### src/rtl/dmem_block_mover.sv
// Block copy/fill initiator for the data memory port: walks source and destination
// pointers word by word and drives Address/WriteData/MemWrite from registered state.
module dmem_block_mover #(
  parameter int DATA_WIDTH    = 32,
  parameter int ADDRESS_WIDTH = 16
) (
  input  logic                     Clk,
  input  logic                     Rst,
  input  logic                     Start,
  input  logic                     Mode,
  input  logic [ADDRESS_WIDTH-1:0] SrcAddr,
  input  logic [ADDRESS_WIDTH-1:0] DstAddr,
  input  logic [ADDRESS_WIDTH-1:0] Count,
  input  logic [DATA_WIDTH-1:0]    FillData,
  output logic [ADDRESS_WIDTH-1:0] Address,
  output logic [DATA_WIDTH-1:0]    WriteData,
  output logic                     MemWrite,
  input  logic [DATA_WIDTH-1:0]    MemData,
  output logic                     Busy,
  output logic                     Done
);

  typedef enum logic [1:0] {IDLE, READ, WRITE, DONE} state_t;

  localparam logic [ADDRESS_WIDTH-1:0] ADDR_ONE = ADDRESS_WIDTH'(1);

  state_t                   state;
  logic                     mode_q;
  logic [ADDRESS_WIDTH-1:0] src_ptr;
  logic [ADDRESS_WIDTH-1:0] dst_ptr;
  logic [ADDRESS_WIDTH-1:0] remaining;
  logic [DATA_WIDTH-1:0]    pattern;

  // Outputs are loaded together with the state they belong to, so they are
  // plain registers; the WriteData register doubles as the copy read buffer.
  always_ff @(posedge Clk) begin
    if (Rst) begin
      state     <= IDLE;
      mode_q    <= 1'b0;
      src_ptr   <= '0;
      dst_ptr   <= '0;
      remaining <= '0;
      pattern   <= '0;
      Address   <= '0;
      WriteData <= '0;
      MemWrite  <= 1'b0;
      Busy      <= 1'b0;
      Done      <= 1'b0;
    end else begin
      case (state)
        IDLE: begin
          Done <= 1'b0;
          if (Start) begin
            mode_q    <= Mode;
            src_ptr   <= SrcAddr;
            dst_ptr   <= DstAddr;
            remaining <= Count;
            pattern   <= FillData;
            if (Count == '0) begin
              state <= DONE;
              Done  <= 1'b1;
            end else if (!Mode) begin
              state   <= READ;
              Address <= SrcAddr;
              Busy    <= 1'b1;
            end else begin
              state     <= WRITE;
              Address   <= DstAddr;
              WriteData <= FillData;
              MemWrite  <= 1'b1;
              Busy      <= 1'b1;
            end
          end
        end

        READ: begin
          state     <= WRITE;
          src_ptr   <= src_ptr + ADDR_ONE;
          Address   <= dst_ptr;
          WriteData <= MemData;
          MemWrite  <= 1'b1;
        end

        WRITE: begin
          dst_ptr   <= dst_ptr + ADDR_ONE;
          remaining <= remaining - ADDR_ONE;
          if (remaining == ADDR_ONE) begin
            state     <= DONE;
            Address   <= '0;
            WriteData <= '0;
            MemWrite  <= 1'b0;
            Busy      <= 1'b0;
            Done      <= 1'b1;
          end else if (!mode_q) begin
            state     <= READ;
            Address   <= src_ptr;
            WriteData <= '0;
            MemWrite  <= 1'b0;
          end else begin
            Address   <= dst_ptr + ADDR_ONE;
            WriteData <= pattern;
          end
        end

        DONE: begin
          state <= IDLE;
          Done  <= 1'b0;
        end

        default: begin
          state     <= IDLE;
          Address   <= '0;
          WriteData <= '0;
          MemWrite  <= 1'b0;
          Busy      <= 1'b0;
          Done      <= 1'b0;
        end
      endcase
    end
  end

endmodule

### config.mk
export PLATFORM = sky130hd
export DESIGN_NAME = dmem_block_mover
export DESIGN_NICKNAME = d
export VERILOG_FILES = /design/src/rtl/dmem_block_mover.sv
export SDC_FILE = /design/constraint.sdc
export NUM_CORES = 1
export LEC_CHECK = 0
export BUFFER_PORTS_ARGS = -buffer_cell sky130_fd_sc_hd__buf_2
export CAP_MARGIN = 20
export CORE_MARGIN = 1
export CORE_UTILIZATION = 54
export CTS_CLUSTER_DIAMETER = 30
export DETAILED_ROUTE_END_ITERATION = 16
export PLACE_DENSITY = 0.79
export SYNTH_ARGS = -nofsm -noshare
export SYNTH_HDL_FRONTEND = slang
export SYNTH_SLANG_ARGS = --single-unit
### constraint.sdc
create_clock -name Clk -period 2.6 [get_ports Clk]
set_input_delay 0.26 -clock Clk [delete_from_list [all_inputs] [get_ports Clk]]
set_output_delay 0.26 -clock Clk [all_outputs]
set_load 0.01 [all_outputs]
==> metrics.md, run 1 <==
| Metric | Value |
|---|---|
| Area grow syn2layout | `19.12%` |
| Maxcap violations | `0` |
| Power per cell area | `857.0 mW/mm^2` |
| Syn nets | `1090` |
| Post-DP HPWL | `15.78 mm` |
| Skew final | `0.01138 ns` |
| Slew of the pin with the lowest slew margin | `1.078 ns` |
| TNS Setup | `0 ns` |
| Worst setup margin | `0.2896 ns` |
| Ports | `167` |
| Worst endpoint data arrival time | `2.64 ns` |
| Final antenna-violating net count | `0` |
| DRT iter0 DRCs | `944` |
| CP max FO | `8` |
| Count leader, synth | `nand2_1` |
| Slew HR | `0.2800` |
| Worst-Skew Late Latency | `0.43 ns` |
| Finished Layout Cells | `1282` |
| Ranking of synthesized cells by area | `dfxtp_1, a221oi_2, nand2_1` |
| Post-route cell area | `0.009308 mm^2` |
| Cell count after synthesis | `967` |
| DR vias | `8036` |
| Gp weighted congestion | `0.9113` |
| Vias in the first global route | `7400` |
| DP Cell Count | `1250` |
| Hold Crit Class | `input pin to flip-flop` |
| Starting Density | `0.5586` |
| RSZ-0062 raised after global routing | `no` |
| First-pass GRT wire length | `37.27 mm` |
| Die H | `122.3 um` |
| Pre-CTS setup slack | `0.3483 ns` |
| Sequential cell area fraction in the yosys report | `0.3433` |
| Hold Startpoint | `FillData[24]` |
| Antenna violations before repair | `0` |
| GRT Total Usage | `0.3174` |
| Hold WS | `0.08239 ns` |
| DR pass1 iterations | `5` |
| Core area | `0.01399 mm^2` |
| Status | `finished clean` |
| Startpoint Class | `flip-flop` |
| Die X | `122.3 um` |
| Peak VDD IR | `0.5896 mV` |
| Hold Buf Count CTS | `0` |
| Clock sinks | `134` |
| Post-synthesis cell type count | `81` |
| Placed Area | `0.008730 mm^2` |
| Lkg Pwr | `3.581 nW` |
| Reg2reg start | `dst_ptr[0]$_SDFFE_PP0P_` |
| Synth Cell Area | `0.007814 mm^2` |
| Slew Limit Fails | `0` |
| Total gr overflow | `0` |
| Req. time, crit path | `2.93 ns` |
| Die ar. | `0.01495 mm^2` |
| Synth cell count leaders | `nand2_1, dfxtp_1, a21oi_1` |
| DR WL/cell | `18.46 um` |
| Worst R2R Path Depth | `6` |
| WL final | `23.66 mm` |
| Cell taking the most area after synthesis | `dfxtp_1` |
| Yosys Warn Count | `0` |
| Setup bufs post-CTS | `0` |
| Layout cells sized above 1 | `0.2695` |
| PortBufs | `166` |
| Num CTS Buffers | `17` |
| Tmin final | `2.310 ns` |
| Maximum clock frequency | `432.8 MHz` |
| Total power | `7.977 mW` |
| Type of the worst setup path | `flip-flop to flip-flop` |
| H-tree depth | `4` |
| Most used DFF post-synth | `dfxtp_1` |
| Post-synth EDFFs | `0` |
| Clock transition at path regs | `0.06 ns` |
| Core Util, Final | `0.6654` |
| Synth top area share | `0.3433` |
| Residual DRC | `0` |
| CP endpoint kind | `flip-flop` |
| Final setup viols | `0` |
| Largest net degree at the start of global routing | `86` |
| Bufs on Longest Clock Path | `2` |
| CTS tree | `done` |
| Synth Register Bits | `134` |
| Tcrit/Tclk final | `0.8886` |
| Cts repair resizes | `0` |
| # diodes | `0` |
| Vias per cell | `6.268` |
| Worst Setup SP | `dst_ptr[0]$_SDFFE_PP0P_` |
| Clock Root Buffer | `clkbuf_16` |
| Final hold violation count | `0` |
| Mean post-synth cell area | `8.080 um^2` |
| Final-stage net count | `1212` |
| Std-Cell Rows | `43` |
| Hold depth | `3` |
| Fraction of registers with async set/reset | `0` |
## per-layer routing
metal  routed length [um]  GRT usage
met5                    0          0
met4                  586     0.1265
met3                 1947    0.06552
met2                11000     0.4881
met1                10120     0.4326
## area by class of cell
cell class,instances,area (um^2)
Clock buffer,18,439.2
Clock inverter,14,138.9
Fill cell,1178,4681
Inverter,45,168.9
Multi-Input combinational cell,695,4544
Sequential cell,134,2683
Tap cell,180,225.2
Timing Repair Buffer,196,1109
## cell usage in the layout (no fill, tap or decap), types with 15 or more instances in the layout
cell type / synthesis / final
buf_2: 17 / 165
nand2_1: 154 / 154
dfxtp_1: 134 / 134
a21oi_1: 79 / 79
nor2_1: 64 / 63
o21ai_0: 47 / 47
inv_1: 43 / 43
a221oi_2: 40 / 40
a221oi_1: 29 / 29
buf_4: 13 / 27
nand3_1: 26 / 26
nor3_1: 24 / 24
a211oi_1: 21 / 21
mux2i_1: 17 / 17
clkbuf_16: 0 / 17
a31oi_1: 15 / 15
nor2b_1: 15 / 15
## power by group
group	switching (mW)	internal (mW)
clock network	1.01	1.36
logic	1.69	1.08
registers	0.390	2.45
total	3.09	4.89
## state kept, by name, summed over array words and instances (netlist names)
name	count
WriteData	32
pattern	32
Address	16
dst_ptr	16
remaining	16
src_ptr	16
state	2
Busy	1
Done	1
MemWrite	1
mode_q	1
## kinds of logic after synthesis
group	after synthesis	share of synthesized area
buffers and inverters	138	0.07878
xor gates and xnor gates	10	0.01121
and+or+nand+nor	345	0.2192
muxes	19	0.02466
adders and majority gates	7	0.01121
AOI/OAI and AO/OA	314	0.3116
DFF	134	0.3433
## path summary, 6_finish.rpt
| check | to | slack (ns) |
|---|---|---|
| max reg2reg | Address[8]$_SDFFE_PP0P_ | 0.29 |
| min | pattern[24]$_SDFFE_PP0P_ | 0.08 |
| min reg2reg | pattern[24]$_SDFFE_PP0P_ | 0.46 |
| max | Address[8]$_SDFFE_PP0P_ | 0.29 |
## worst max-delay path: stages (launching register included)
cell      delay (ns)
dfxtp_1         0.51
ha_1            0.32
and3_1          0.36
nand3_1         0.15
xor2_1          0.18
a2111o_1        0.41
a311oi_1        0.28
(Power assumes the default switching activity.)
==> run 2, diff against run 1 <==
--- a/config.mk
+++ b/config.mk
@@ -9,6 +9,7 @@
 export CAP_MARGIN = 20
 export CORE_MARGIN = 1
 export CORE_UTILIZATION = 54
+export CTS_BUF_LIST = sky130_fd_sc_hd__clkbuf_8
 export CTS_CLUSTER_DIAMETER = 30
 export DETAILED_ROUTE_END_ITERATION = 16
 export PLACE_DENSITY = 0.79
==> run 2 against run 1 <==
Against the previous run: worst setup slack better by 0.0089 ns; combinational power hardly changed; register-to-register slack about the same; first-iteration DRC count rose by 3.9%; clock skew increased by 0.0011 ns; clock power decreased by 27%; highest routed layer unchanged; fmax increased by 0.39%; largest cell class unchanged; critical path depth did not move; wire length down 0.96%; sequential power barely moved; worst hold slack lost 0.048 ns; cell area shrank 2.0%.
==> metrics.md, run 2 (synthesis gave the netlist of run 1 again) <==
| Metric | Value |
|---|---|
| Status | `finished clean` |
| Max stage delay on crit path | `0.51 ns (about the same)` |
| Layout cells sized above 1 | `0.2695 (unchanged)` |
| Starting Density | `0.5586 (unchanged)` |
| Num CTS Buffers | `17 (unchanged)` |
| RSZ-0062 raised after global routing | `no` |
| Worst-Skew Late Latency | `0.47 ns (+0.04 ns)` |
| DRT iter0 DRCs | `981 (+3.9%)` |
| Startpoint Class | `flip-flop` |
| Core area | `0.01399 mm^2 (unchanged)` |
| Total power | `7.329 mW (-8.1%)` |
| Skew final | `0.01248 ns (+0.001101 ns)` |
| DR vias | `8012 (-0.30%)` |
| Clock transition at path regs | `0.09 ns (+0.03 ns)` |
| Die ar. | `0.01495 mm^2 (unchanged)` |
| Maxcap violations | `0 (unchanged)` |
| Final setup viols | `0 (unchanged)` |
| Area grow syn2layout | `16.70%` |
| H-tree depth | `4 (unchanged)` |
| Vias in the first global route | `7346 (-0.73%)` |
| DR WL/cell | `18.26 um (-1.0%)` |
| Clock sinks | `134 (unchanged)` |
| Final antenna-violating net count | `0 (unchanged)` |
| Kind of cell adding the most delay to the critical path | `compound AO/OA/AOI/OAI gates` |
| Hold WS | `0.03432 ns (-0.04807 ns)` |
| WL final | `23.43 mm (-0.96%)` |
| First-pass GRT wire length | `36.87 mm (-1.1%)` |
| Lkg Pwr | `3.494 nW (-2.4%)` |
| Type of the worst setup path | `flip-flop to flip-flop` |
| Fillers | `1206 (+2.4%)` |
| CP max FO | `8 (unchanged)` |
| DR pass1 iterations | `5 (unchanged)` |
| CTS tree | `done` |
| CP endpoint kind | `flip-flop` |
| Total gr overflow | `0 (unchanged)` |
| Die H | `122.3 um (unchanged)` |
| DP Cell Count | `1250 (unchanged)` |
| Clock Root Buffer | `clkbuf_8` |
| Hold Buf Count CTS | `0 (unchanged)` |
| Post-DP HPWL | `15.78 mm (unchanged)` |
| PortBufs | `166 (unchanged)` |
| Slew of the pin with the lowest slew margin | `1.087 ns (+0.009706 ns)` |
| Finished Layout Cells | `1283 (+0.078%)` |
| Tcrit/Tclk final | `0.8852 (-0.003418)` |
| Setup bufs post-CTS | `0 (unchanged)` |
| Gp weighted congestion | `0.9113 (unchanged)` |
| Worst endpoint data arrival time | `2.67 ns (+0.03 ns)` |
| Commonest non-fill, non-tap cell in the layout | `buf_2` |
| Vias per cell | `6.245 (-0.38%)` |
| Power per cell area | `803.8 mW/mm^2 (-6.2%)` |
| Cts repair resizes | `0 (unchanged)` |
| TNS Setup | `0 ns (unchanged)` |
| Req. time, crit path | `2.97 ns (+0.04 ns)` |
| Bufs and invs on worst path | `0 (unchanged)` |
| Bufs on Longest Clock Path | `2 (unchanged)` |
| Top Registers | `WriteData: 32 flops, pattern: 32 flops` |
| Largest net degree at the start of global routing | `86 (unchanged)` |
| Antenna violations before repair | `1 (+1)` |
| Slew Limit Fails | `0 (unchanged)` |
| Final-stage net count | `1212 (unchanged)` |
| GRT Total Usage | `0.3132 (-0.004179)` |
| Peak VDD IR | `0.4331 mV (-27%)` |
| Die X | `122.3 um (unchanged)` |
| Final hold violation count | `0 (unchanged)` |
| Std-Cell Rows | `43 (unchanged)` |
| Residual DRC | `0 (unchanged)` |
| Most frequent cells in the layout | `buf_2, nand2_1, dfxtp_1` |
| Critical-path cell list | `ha_1 > and3_1 > nand3_1 > xor2_1 > a2111o_1 > a311oi_1` |
| Ports | `167 (unchanged)` |
| Slew HR | `0.2735 (-0.006486)` |
| Placed Area | `0.008730 mm^2 (unchanged)` |
| Post-route cell area | `0.009119 mm^2 (-2.0%)` |
| Maximum clock frequency | `434.5 MHz (+0.39%)` |
| Hold Crit Class | `input pin to flip-flop` |
| Tmin final | `2.302 ns (-0.008888 ns)` |
| Worst-path cell with the longest stage delay | `dfxtp_1` |
## run 2: path summary, 6_finish.rpt
kind,slack (ns),from,depth (start not counted),to
worst min register to register,0.46,pattern[18]$_SDFFE_PP0P_,2,pattern[18]$_SDFFE_PP0P_
worst max-delay path,0.30,dst_ptr[0]$_SDFFE_PP0P_,6,Address[8]$_SDFFE_PP0P_
worst max register to register,0.30,dst_ptr[0]$_SDFFE_PP0P_,6,Address[8]$_SDFFE_PP0P_
worst min-delay path,0.03,FillData[24],3,pattern[24]$_SDFFE_PP0P_
## run 2: through the flow
stage,utilization,worst slack (ns)
2_1_floorplan,-,0.5914
3_3_place_gp,0.6241,0.4158
3_5_place_dp,0.6241,0.3483
4_1_cts,0.6517,0.3437
5_1_grt,0.6519,0.06176
6_report,0.6519,0.2985
## run 2: layer usage
layer	global-route usage	wire length, um	vias to the layer above
met1	0.4260	10080	3774
li1	-	-	3810
met3	0.05809	1904	50
met5	0	0	-
met2	0.4835	10770	378
met4	0.1341	676	0
## run 2: power breakdown
group	leakage (nW)	internal [mW]	total, mW	switching [mW]
Sequential	1.10	2.44	2.83	0.388
Clock	0.184	0.801	1.74	0.940
Combinational	2.21	1.08	2.76	1.68
## run 2: cell type report
type,count,area [um^2],share of cell area
clock buffer,18,247.7,0.02717
clock inverter,14,138.9,0.01523
sequential,134,2683,0.2942
inverter,45,168.9,0.01852
antenna,1,2.502,0.0002744
multi-input combinational,695,4544,0.4984
tap,180,225.2,0.02470
timing repair buffer,196,1109,0.1216
## run 2: worst min-delay path, cell delays in order
cell     delay (ns)
buf_2          0.11
nand2_1        0.05
a21oi_1        0.05
